===== src/rtl/cr_pkg.sv =====
// Shared types and constants for the w80386dx control register file:
// CR indices, CR0 bit positions, writable masks and the flush FSM states.
package cr_pkg;

    typedef enum logic [2:0] {
        CR0, CR1, CR2, CR3, CR4, CR5, CR6, CR7
    } cr_index_e;

    localparam int CR0_PE = 0;
    localparam int CR0_MP = 1;
    localparam int CR0_EM = 2;
    localparam int CR0_TS = 3;
    localparam int CR0_R  = 4;
    localparam int CR0_PG = 31;

    // Masks are built at this width and truncated to DATA_WIDTH by the user.
    localparam int CR_MAX_W = 64;

    typedef enum logic {
        IDLE,
        FLUSH
    } flush_state_e;

    function automatic logic [CR_MAX_W-1:0] cr_wmask(input cr_index_e idx,
                                                     input int dw,
                                                     input int page_shift);
        logic [CR_MAX_W-1:0] ones;
        logic [CR_MAX_W-1:0] m;
        ones = '1;
        m    = '0;
        case (idx)
            CR0: begin
                m[CR0_PG]        = 1'b1;
                m[CR0_R:CR0_PE]  = '1;
            end
            CR2:     m = ones >> (CR_MAX_W - dw);
            CR3:     m = (ones >> (CR_MAX_W - dw)) & (ones << page_shift);
            default: m = '0;
        endcase
        return m;
    endfunction

endpackage


===== src/rtl/control_register_file.sv =====
// CR0-CRn register file: masked software writes with legality checks,
// hardware CR2/TS update paths and a paging-cache flush handshake.
module control_register_file
    import cr_pkg::*;
#(
    parameter int DATA_WIDTH = 32,
    parameter int REG_COUNT  = 8,
    parameter int PAGE_SHIFT = 12
) (
    input  logic                           clock,
    input  logic                           reset_n,
    input  logic                           wr_valid,
    output logic                           wr_ready,
    input  logic [$clog2(REG_COUNT)-1:0]   wr_index,
    input  logic [DATA_WIDTH-1:0]          wr_data,
    output logic                           wr_error,
    input  logic [$clog2(REG_COUNT)-1:0]   rd_index,
    output logic [DATA_WIDTH-1:0]          rd_data,
    input  logic                           pf_valid,
    input  logic [DATA_WIDTH-1:0]          pf_linear_addr,
    input  logic                           ts_set,
    input  logic                           clts,
    output logic                           tlb_flush_req,
    input  logic                           tlb_flush_ack,
    output logic                           PE,
    output logic                           MP,
    output logic                           EM,
    output logic                           TS,
    output logic                           R,
    output logic                           PG,
    output logic [DATA_WIDTH-PAGE_SHIFT-1:0] page_directory_base
);

    localparam int IW = $clog2(REG_COUNT);

    localparam logic [DATA_WIDTH-1:0] WMASK_CR0 = DATA_WIDTH'(cr_wmask(CR0, DATA_WIDTH, PAGE_SHIFT));
    localparam logic [DATA_WIDTH-1:0] WMASK_CR2 = DATA_WIDTH'(cr_wmask(CR2, DATA_WIDTH, PAGE_SHIFT));
    localparam logic [DATA_WIDTH-1:0] WMASK_CR3 = DATA_WIDTH'(cr_wmask(CR3, DATA_WIDTH, PAGE_SHIFT));

    // Only CR0, CR2 and CR3 have storage; every other index is reserved.
    logic [DATA_WIDTH-1:0] cr0, cr2, cr3;
    logic [DATA_WIDTH-1:0] cr0_nxt, cr2_nxt, cr3_nxt;
    logic [DATA_WIDTH-1:0] wmask, old_val, new_val, rd_next;
    logic                  sel0, sel2, sel3, accept, cr0_illegal, reserved;
    logic                  wr_ok, wr_reject, flush_start;
    flush_state_e          state, state_nxt;

    always_comb begin
        sel0        = (wr_index == IW'(CR0));
        sel2        = (wr_index == IW'(CR2));
        sel3        = (wr_index == IW'(CR3));
        reserved    = ~(sel0 | sel2 | sel3);
        accept      = wr_valid & wr_ready;

        wmask   = '0;
        old_val = '0;
        if (sel0) begin
            wmask   = WMASK_CR0;
            old_val = cr0;
        end else if (sel2) begin
            wmask   = WMASK_CR2;
            old_val = cr2;
        end else if (sel3) begin
            wmask   = WMASK_CR3;
            old_val = cr3;
        end
        new_val = (old_val & ~wmask) | (wr_data & wmask);

        cr0_illegal = sel0 & new_val[CR0_PG] & ~new_val[CR0_PE];
        wr_reject   = accept & (reserved | cr0_illegal);
        wr_ok       = accept & ~reserved & ~cr0_illegal;
        flush_start = wr_ok & (sel3 | (sel0 & ((new_val[CR0_PG] ^ cr0[CR0_PG]) |
                                               (new_val[CR0_PE] ^ cr0[CR0_PE]))));
    end

    // Hardware paths are layered on top of the software write result.
    always_comb begin
        cr0_nxt = (wr_ok & sel0) ? new_val : cr0;
        if (ts_set)
            cr0_nxt[CR0_TS] = 1'b1;
        else if (clts)
            cr0_nxt[CR0_TS] = 1'b0;

        cr2_nxt = (wr_ok & sel2) ? new_val : cr2;
        if (pf_valid)
            cr2_nxt = pf_linear_addr;

        cr3_nxt = (wr_ok & sel3) ? new_val : cr3;
    end

    always_comb begin
        rd_next = '0;
        if (rd_index == IW'(CR0))
            rd_next = cr0;
        else if (rd_index == IW'(CR2))
            rd_next = cr2;
        else if (rd_index == IW'(CR3))
            rd_next = cr3;
    end

    always_ff @(posedge clock or negedge reset_n) begin
        if (!reset_n) begin
            cr0      <= '0;
            cr2      <= '0;
            cr3      <= '0;
            rd_data  <= '0;
            wr_error <= 1'b0;
        end else begin
            cr0      <= cr0_nxt;
            cr2      <= cr2_nxt;
            cr3      <= cr3_nxt;
            rd_data  <= rd_next;
            wr_error <= wr_reject;
        end
    end

    always_ff @(posedge clock or negedge reset_n) begin
        if (!reset_n)
            state <= IDLE;
        else
            state <= state_nxt;
    end

    always_comb begin
        state_nxt = state;
        case (state)
            IDLE:    if (flush_start)   state_nxt = FLUSH;
            FLUSH:   if (tlb_flush_ack) state_nxt = IDLE;
            default: state_nxt = IDLE;
        endcase
    end

    always_comb begin
        tlb_flush_req = (state == FLUSH);
        wr_ready      = (state == IDLE);
    end

    assign PE = cr0[CR0_PE];
    assign MP = cr0[CR0_MP];
    assign EM = cr0[CR0_EM];
    assign TS = cr0[CR0_TS];
    assign R  = cr0[CR0_R];
    assign PG = cr0[CR0_PG];
    assign page_directory_base = cr3[DATA_WIDTH-1:PAGE_SHIFT];

endmodule


===== config.mk =====
export PLATFORM = sky130hd
export DESIGN_NAME = control_register_file
export DESIGN_NICKNAME = d
export VERILOG_FILES = /design/src/rtl/cr_pkg.sv /design/src/rtl/control_register_file.sv
export SDC_FILE = /design/constraint.sdc
export NUM_CORES = 1
export LEC_CHECK = 0
export CORE_MARGIN = 4
export CORE_UTILIZATION = 50
export DETAILED_ROUTE_END_ITERATION = 10
export MAX_ROUTING_LAYER = met4
export PLACE_DENSITY = 0.9
export SLEW_MARGIN = 20
export SYNTH_ARGS = -nofsm -noshare
export SYNTH_HDL_FRONTEND = slang
export SYNTH_SLANG_ARGS = --single-unit

===== constraint.sdc =====
create_clock -name clock -period 1.8 [get_ports clock]
set_input_delay 0.45 -clock clock [delete_from_list [all_inputs] [get_ports clock]]
set_output_delay 0.45 -clock clock [all_outputs]
set_load 0.005 [all_outputs]

# After elaboration in Yosys (flattened, before gate mapping)
# Cells that the tools add are included.
op_classes:
  n_addsub: 0
  mul: 0
  n_div: 0
  n_lt_le_gt_ge: 0
  eq_ne: 4
  shifts: 0
  muxes: 17
  bitwise: 26
  reduce_logical: 4
op_table:
  columns: ["cell", "n"]
  rows:
  - ["$mux 32", 11]
  - ["$and 32x32->32", 2]
  - ["$not 32->32", 1]
  - ["$or 32x32->32", 1]
  - ["$eq 3x2->1 const B", 4]
  - ["$and 1x1->1", 11]
  - ["$logic_not 3->1", 2]
  - ["$or 1x1->1", 5]
  - ["$mux 1", 4]
  - ["$mux 4", 1]
  - ["$not 1->1", 4]
  - ["$reduce_bool 3->1", 1]
  - ["$pmux 1 s2", 1]
  - ["$reduce_bool 2->1", 1]
  - ["$xor 1x1->1", 2]
totals:
  regBits: 130
  latch_bits: 0
  ramBits: 0
  rom_bits: 0
  in_bits: 77
  output_inout_bits: 61
  word_cells: 58
  mem_count: 0

# Depth between registers and ports, before layout
# Gate-level depths: netlist of the first run.
depth:
  ltp_word: 15
  mapped_depth: 7
  mapped_depth_nobuf: 4

# Worst setup path after synthesis of the first run
# OpenSTA, ideal clock, no wires.
synth_timing:
  path_type: "input to register"
  start: "input rd_index[0]"
  end: "register rd_data[10]"
  setup_ns: 0.132
  arrival_time_ns: 1.410
  t_required_ns: 1.668
  setup_slack_ns: 0.258
  path_stages: 5
  n_path_buf: 2
  cell_sequence: "clkbuf_1 > buf_2 > mux2_2 > a22oi_1 > nor2_1"
synth_between:
  elab_chain_cells: 4
  word_cells_on_any_way: 6
  cone_classes: "2 x eq/ne; 3 x mux; 1 x reduce/logical"
synth_lines:
  columns: ["item", "line", "source"]
  rows:
  - ["start, declared", "control_register_file.sv:17", "input logic [$clog2(REG_COUNT)-1:0] rd_index,"]
  - ["$eq 3x2->1", "control_register_file.sv:97", "else if (rd_index == IW'(CR3))"]
  - ["$mux 32", "control_register_file.sv:97", null]
  - ["$mux 32", "control_register_file.sv:95", "else if (rd_index == IW'(CR2))"]
  - ["$mux 32 *", "control_register_file.sv:93", "if (rd_index == IW'(CR0))"]
  - ["via rd_next[10]", "control_register_file.sv:43", "logic [DATA_WIDTH-1:0] wmask, old_val, new_val, rd_next;"]
  - ["end signal, assigned", "control_register_file.sv:112", "rd_data <= rd_next;"]
  - ["end, declared", "control_register_file.sv:18", "output logic [DATA_WIDTH-1:0] rd_data,"]
# The timed path passes the listed nets; every way through them passes the cells marked *.
# A chain may end at the register's enable or synchronous reset.

# Final worst setup path of the first run
layout_timing:
  start: "register cr3[28]"
  end: "output page_directory_base[16]"
layout_rtl:
  columns: ["item", "line", "source"]
  rows:
  - ["start, declared", "control_register_file.sv:41", "logic [DATA_WIDTH-1:0] cr0, cr2, cr3;"]
  - ["start signal, assigned", "control_register_file.sv:111", "cr3 <= cr3_nxt;"]
  - ["end, declared", "control_register_file.sv:31", "output logic [DATA_WIDTH-PAGE_SHIFT-1:0] page_directory_base"]
# No word-level cell between the ends.

==> impl_metrics.tcl, run 1 <==
set metrics [dict create \
    drt_wl_total_mm 14.86 \
    cp_data_arrival_time_ns 1.31 \
    syn_nets 611 \
    ys_warn_count 0 \
    r2r_setup_slack_ns 0.23 \
    dieHeight_um 115.5 \
    fin_skew_ns 0.008274 \
    cts_root_buf "clkbuf_16" \
    tritoncts "yes" \
    die_x_um 115.5 \
    final_common_cell "dfrtp_1" \
    drtIter0Drc 310 \
    antenna_found_initial 0 \
    synth-edff-count 0 \
    synthXorXnorAreaFrac 0.003034 \
    power-per-cell-area_mw_per_mm2 1053 \
    cp-end-kind "output port" \
    worstPathMaxFanout 3 \
    vdd.ir_drop.worst_v 0.0006620 \
    ys_ff_latch 130 \
    synth_top_family_by_area "multiplexers" \
    critPathMaxStageDelay_ns 0.52 \
    crit_required_ns 1.35 \
    synth_cells 534 \
    gp_congestion 0.8558 \
    status "complete, no violations" \
    yosys.area_share.adder 0 \
    ys_types 30 \
    grt_pass1_vias 4679 \
    dp_cells 744 \
    min_to "cr3[1]" \
    drc 0 \
    synthMuxAreaShare 0.1448 \
    maxCapViolCount 0 \
    ant_nets 0 \
    whs_ns 0.3729 \
    num_rows 38 \
    crit_type "reg2out" \
    drv_slew 0 \
    hold_depth 0 \
    h-tree-depth 4 \
    area_growth_pct 36.48 \
    max-slew-margin-rel 0.4366 \
    fin_cells 790 \
    cts_buffer_depth 2 \
    grt_usage 0.2400 \
    finalCriticalPeriod_ns 1.763 \
    synth-compound-area-share 0.09623 \
    via_per_inst 5.472 \
    start_kind "flop" \
    vias 4323 \
    setup_viol 0 \
    worstSkewPairLatency_ns 0.41 \
    dp_hpwl_mm 10.18 \
    ios 138 \
    min_path_type "reg2reg" \
    regToRegEndpoint "cr2[8]" \
    wl_per_cell_um 18.81 \
    cp_cell_sequence "clkdlybuf4s50_1" \
    final_util 0.7112 \
    rr_startpoint "tlb_flush_req" \
    fillCellCount 757 \
    async_flop_share 1.000 \
    fp.dieArea_mm2 0.01333 \
    critPathSlowestCell "clkdlybuf4s50_1" \
    min-delay-start "cr3[1]" \
    cts-buffers-inserted 17 \
    fin_ws_ns 0.03725 \
    initial_core_util 0.5211 \
    mostFrequentLayoutCells "dfrtp_1 (130), clkdlybuf4s50_1 (122), mux2_2 (38)" \
    synth_area_per_cell_um2 10.81 \
    clkTransAtPathRegs_ns 0.06 \
    core_mm2 0.01108 \
    diodes 0 \
    max_slew.worst_pin.slew_ns 0.8432 \
    dpl_worst_slack_ns -0.3149 \
    cts_sinks 130 \
    min_period_over_period 0.9793 \
    finalHoldViolCount 0 \
    overflow 0 \
    fmax_mhz 567.3 \
    layout.nets 714 \
    total_leakage_power_nw 3.604 \
    syn_area_mm2 0.005773 \
    drive_gt1_frac 0.1800 \
    port_buffers 137 \
    dr.pass1.iters 5 \
    seq_area_frac_synth 0.5635 \
    grt_max_degree 67 \
    ff2ff_path_depth 5 \
    grt_first_pass_wirelength_mm 23.93 \
    synth_top_flop_cell "dfrtp_1" \
    crit_buf_inv 1 \
    path_delay_family "buffers and inverters" \
    yosys.area_share.simple 0.09688 \
]
==> routing by layer <==
layer | up-vias | wire length, um | track usage
li1 | 1978 | - | -
met1 | 2115 | 5764 | 0.2896
met2 | 200 | 7636 | 0.3823
met3 | 30 | 1058 | 0.06736
met4 | 0 | 397 | 0.09781
met5 | - | 0 | -
==> sequential cells by signal, indices dropped and copies added, names as in the netlist <==
name and cells:
tlb_flush_req 1, cr0 32, cr2 32, rd_data 32, cr3 32, wr_error 1
==> cells in the mapped netlist, drive strengths merged (2+ instances only) <==
| library cell | instances | area share |
|---|---|---|
| a21oi | 3 | 0.0026 |
| a22oi | 31 | 0.040 |
| a31oi | 3 | 0.0033 |
| and2 | 19 | 0.021 |
| and3 | 2 | 0.0022 |
| buf | 34 | 0.042 |
| clkbuf | 61 | 0.040 |
| dfrtp | 130 | 0.56 |
| inv | 22 | 0.014 |
| mux2 | 44 | 0.086 |
| mux2i | 34 | 0.059 |
| nand2 | 32 | 0.021 |
| nand2b | 3 | 0.0033 |
| nand3 | 3 | 0.0026 |
| nand4 | 19 | 0.021 |
| nor2 | 34 | 0.022 |
| nor2b | 2 | 0.0039 |
| o21ai | 51 | 0.044 |
| xnor2 | 2 | 0.0030 |
==> kinds of logic after synthesis <==
kind of cell           Yosys count
AO/OA/AOI/OAI                   92
XOR/XNOR                         2
flip-flops                     130
AND/OR/NAND/NOR                115
buffers and inverters          117
multiplexers                    78
==> what timing repair did <==
| item | 4_1_cts | 5_1_grt |
|---|---|---|
| endpoints found under the hold margin | 4 | 0 |
| endpoints found under the setup margin | 5 | 16 |
| gates cloned | 0 | 0 |
| gates resized for setup | 4 | 7 |
| setup buffers | 1 | 12 |
| hold buffers | 1 | 0 |
==> worst max-delay path by stage <==
stage | startpoint | endpoint | slack [ns] | cells past startpoint
after global placement | wr_index[2] | cr2[0] | -0.19 | 6
after detailed placement | wr_index[2] | cr2[8] | -0.31 | 6
after floorplan | rd_index[0] | rd_data[10] | 0.26 | 5
after CTS | cr3[25] | page_directory_base[13] | 0.003 | 1
final | cr3[28] | page_directory_base[16] | 0.04 | 1
after global routing | cr0[2] | EM | -0.005 | 1
==> final cells by class <==
cell class / instances / area, um2 / area share
clock buffers: 19 / 432.9 / 0.05495
clock inverters: 13 / 186.4 / 0.02366
inverters: 22 / 82.58 / 0.01048
multi-input cells: 287 / 1977 / 0.2509
flip-flops and latches: 130 / 3253 / 0.4129
well taps: 140 / 175.2 / 0.02223
repair buffers: 179 / 1772 / 0.2249
==> stage by stage <==
stage                     power [W]  cell area [um2]  setup TNS (ns)
after global routing       0.008627             7879       -0.009301
after global placement     0.004621             7139          -7.966
after floorplan            0.003994             5773               0
after CTS                  0.008266             7771               0
after detailed placement   0.004686             7139          -11.00
final                      0.008300             7879               0
==> report_power, final <==
group | switching (W) | internal, W | leakage, nW
combinational | 0.000576 | 0.000817 | 1.61
sequential | 0.000167 | 0.00317 | 1.70
clock | 0.00126 | 0.00231 | 0.289
(Power assumes the default switching activity.)
==> run 2: changes to the inputs <==
HOLD_SLACK_MARGIN = 0.06   (was unset)
PLACE_DENSITY = 0.8   (was 0.9)
==> run 2 against run 1 <==
Design area shrank 0.24%. Sequential share of layout area is 0.099 points higher. Global-route usage increased by 0.54 points. Critical path type unchanged. Largest cell class unchanged. Highest routed layer unchanged.
==> impl_metrics.tcl, run 2 (synthesis results as in run 1) <==
set metrics [dict create \
    status "complete, no violations" \
    fmax_mhz 570.0 \
    grt_first_pass_wirelength_mm 24.07 \
    fillCellCount 787 \
    max-slew-margin-rel 0.7342 \
    drtIter0Drc 290 \
    met3_usage 0.05796 \
    drv_slew 0 \
    drc 0 \
    core_mm2 0.01108 \
    final_common_cell "dfrtp_1" \
    dp_hpwl_mm 10.23 \
    cts_root_buf "clkbuf_16" \
    rsz0062_at_grt "no" \
    ant_nets 0 \
    min_path_type "in2async" \
    finalHoldViolCount 0 \
    ios 138 \
    drive_gt1_frac 0.1775 \
    worstPathMaxFanout 3 \
    maxCapViolCount 0 \
    pwr-share-clk 0.427 \
    path_delay_family "buffers and inverters" \
    overflow 0 \
    critPathMaxStageDelay_ns 0.53 \
    crit_type "reg2out" \
    r2r_setup_slack_ns 0.18 \
    grt_usage 0.2454 \
    grtUsageMet2 0.4120 \
    max_slew.worst_pin.slew_ns 0.3987 \
    power-per-cell-area_mw_per_mm2 1039 \
    clkTransAtPathRegs_ns 0.06 \
    cts-buffers-inserted 17 \
    drt_wl_total_mm 15.02 \
    num_rows 38 \
    finalPower_w 0.008170 \
    grt_max_degree 68 \
    fin_skew_ns 0.007004 \
    gp_congestion 0.8409 \
    cp_data_arrival_time_ns 1.30 \
    p_int_w 0.006164 \
    dr.pass1.iters 5 \
    tritoncts "yes" \
    start_kind "flop" \
    port_buffers 137 \
    initial_core_util 0.5211 \
    grt_pass1_vias 4683 \
    h-tree-depth 4 \
    post_dp_cell_area_mm2 0.007197 \
    ff2ff_path_depth 6 \
    finalCriticalPeriod_ns 1.754 \
    fin_area_mm2 0.007860 \
    seq_power_share 0.408 \
    via_per_inst 5.484 \
    pwr-share-comb 0.165 \
    crit_required_ns 1.35 \
    layout.nets 712 \
    vias 4321 \
    cts_sinks 130 \
    fp.dieArea_mm2 0.01333 \
    wl_per_cell_um 19.06 \
    cp.depth 1 \
    diodes 0 \
    power.switching_w 0.002006 \
    dpl_worst_slack_ns -0.2363 \
    cp_cell_sequence "clkdlybuf4s50_1" \
    swShare 0.2456 \
    total_leakage_power_nw 3.594 \
    critPathSlowestCell "clkdlybuf4s50_1" \
    mostFrequentLayoutCells "dfrtp_1 (130), clkdlybuf4s50_1 (121), mux2_2 (38)" \
    crit_buf_inv 1 \
    fin_cells 788 \
    setup_viol 0 \
    fin_ws_ns 0.04570 \
    cp-end-kind "output port" \
    dp_cells 750 \
    antenna_found_initial 0 \
    vdd.ir_drop.worst_v 0.0008626 \
    dieHeight_um 115.5 \
    grtUsageMet1 0.2926 \
    rr_startpoint "tlb_flush_req" \
    top_usage_layer "met2" \
    whs_ns 0.04936 \
    area_growth_pct 36.15 \
    cts_buffer_depth 2 \
    worstSkewPairLatency_ns 0.41 \
    die_x_um 115.5 \
    min_period_over_period 0.9746 \
    regToRegEndpoint "cr2[9]" \
]
==> run 2: stage by stage <==
step | utilization | setup TNS, ns
floorplan | - | 0
global placement | 0.6497 | -8.236
detailed placement | 0.6497 | -10.55
CTS | 0.7043 | 0
global route | 0.7095 | 0
finish | 0.7095 | 0
==> run 2: repair_timing <==
| action | 4_1_cts | 5_1_grt |
|---|---|---|
| setup endpoints to repair | 5 | 12 |
| gates cloned | 0 | 0 |
| setup buffers | 1 | 5 |
| endpoints found under the hold margin | 0 | 0 |
| hold buffers | 0 | 0 |
| gates resized for setup | 5 | 8 |
==> run 2: cell type report <==
cell class	count	area (um2)	share of cell area
clock inverters	12	157.7	0.02006
inverters	22	82.58	0.01051
clock buffers	20	446.7	0.05683
repair buffers	177	1773	0.2256
multi-input cells	287	1972	0.2509
flip-flops and latches	130	3253	0.4139
well taps	140	175.2	0.02229
==> run 2: worst max-delay path by stage <==
| stage | startpoint | end | slack (ns) |
|---|---|---|---|
| 5_1_grt | cr3[29] | page_directory_base[17] | 0.0006 |
| 3_5_place_dp | wr_index[2] | cr2[0] | -0.24 |
| 6_report | cr0[2] | EM | 0.05 |
| 2_1_floorplan | rd_index[0] | rd_data[10] | 0.26 |
| 3_3_place_gp | wr_index[2] | cr2[5] | -0.19 |
| 4_1_cts | cr0[3] | TS | 0.002 |
==> run 2: layer usage <==
layer  part of all wire  wire length [um]  vias up
li1                   -                 -     1982
met1               0.40              6063     2150
met2               0.52              7829      166
met3              0.059               879       23
met4              0.016               244        0
met5                  0                 0        -
==> run 2: power groups by stage <==
| stage | Combinational [W] | Sequential [W] | Clock [W] |
|---|---|---|---|
| after floorplan | 0.000657 | 0.00334 | 0 |
| after global placement | 0.00128 | 0.00337 | 0 |
| after detailed placement | 0.00132 | 0.00339 | 0 |
| after CTS | 0.00133 | 0.00334 | 0.00354 |
| after global routing | 0.00146 | 0.00337 | 0.00369 |
| final | 0.00135 | 0.00333 | 0.00349 |
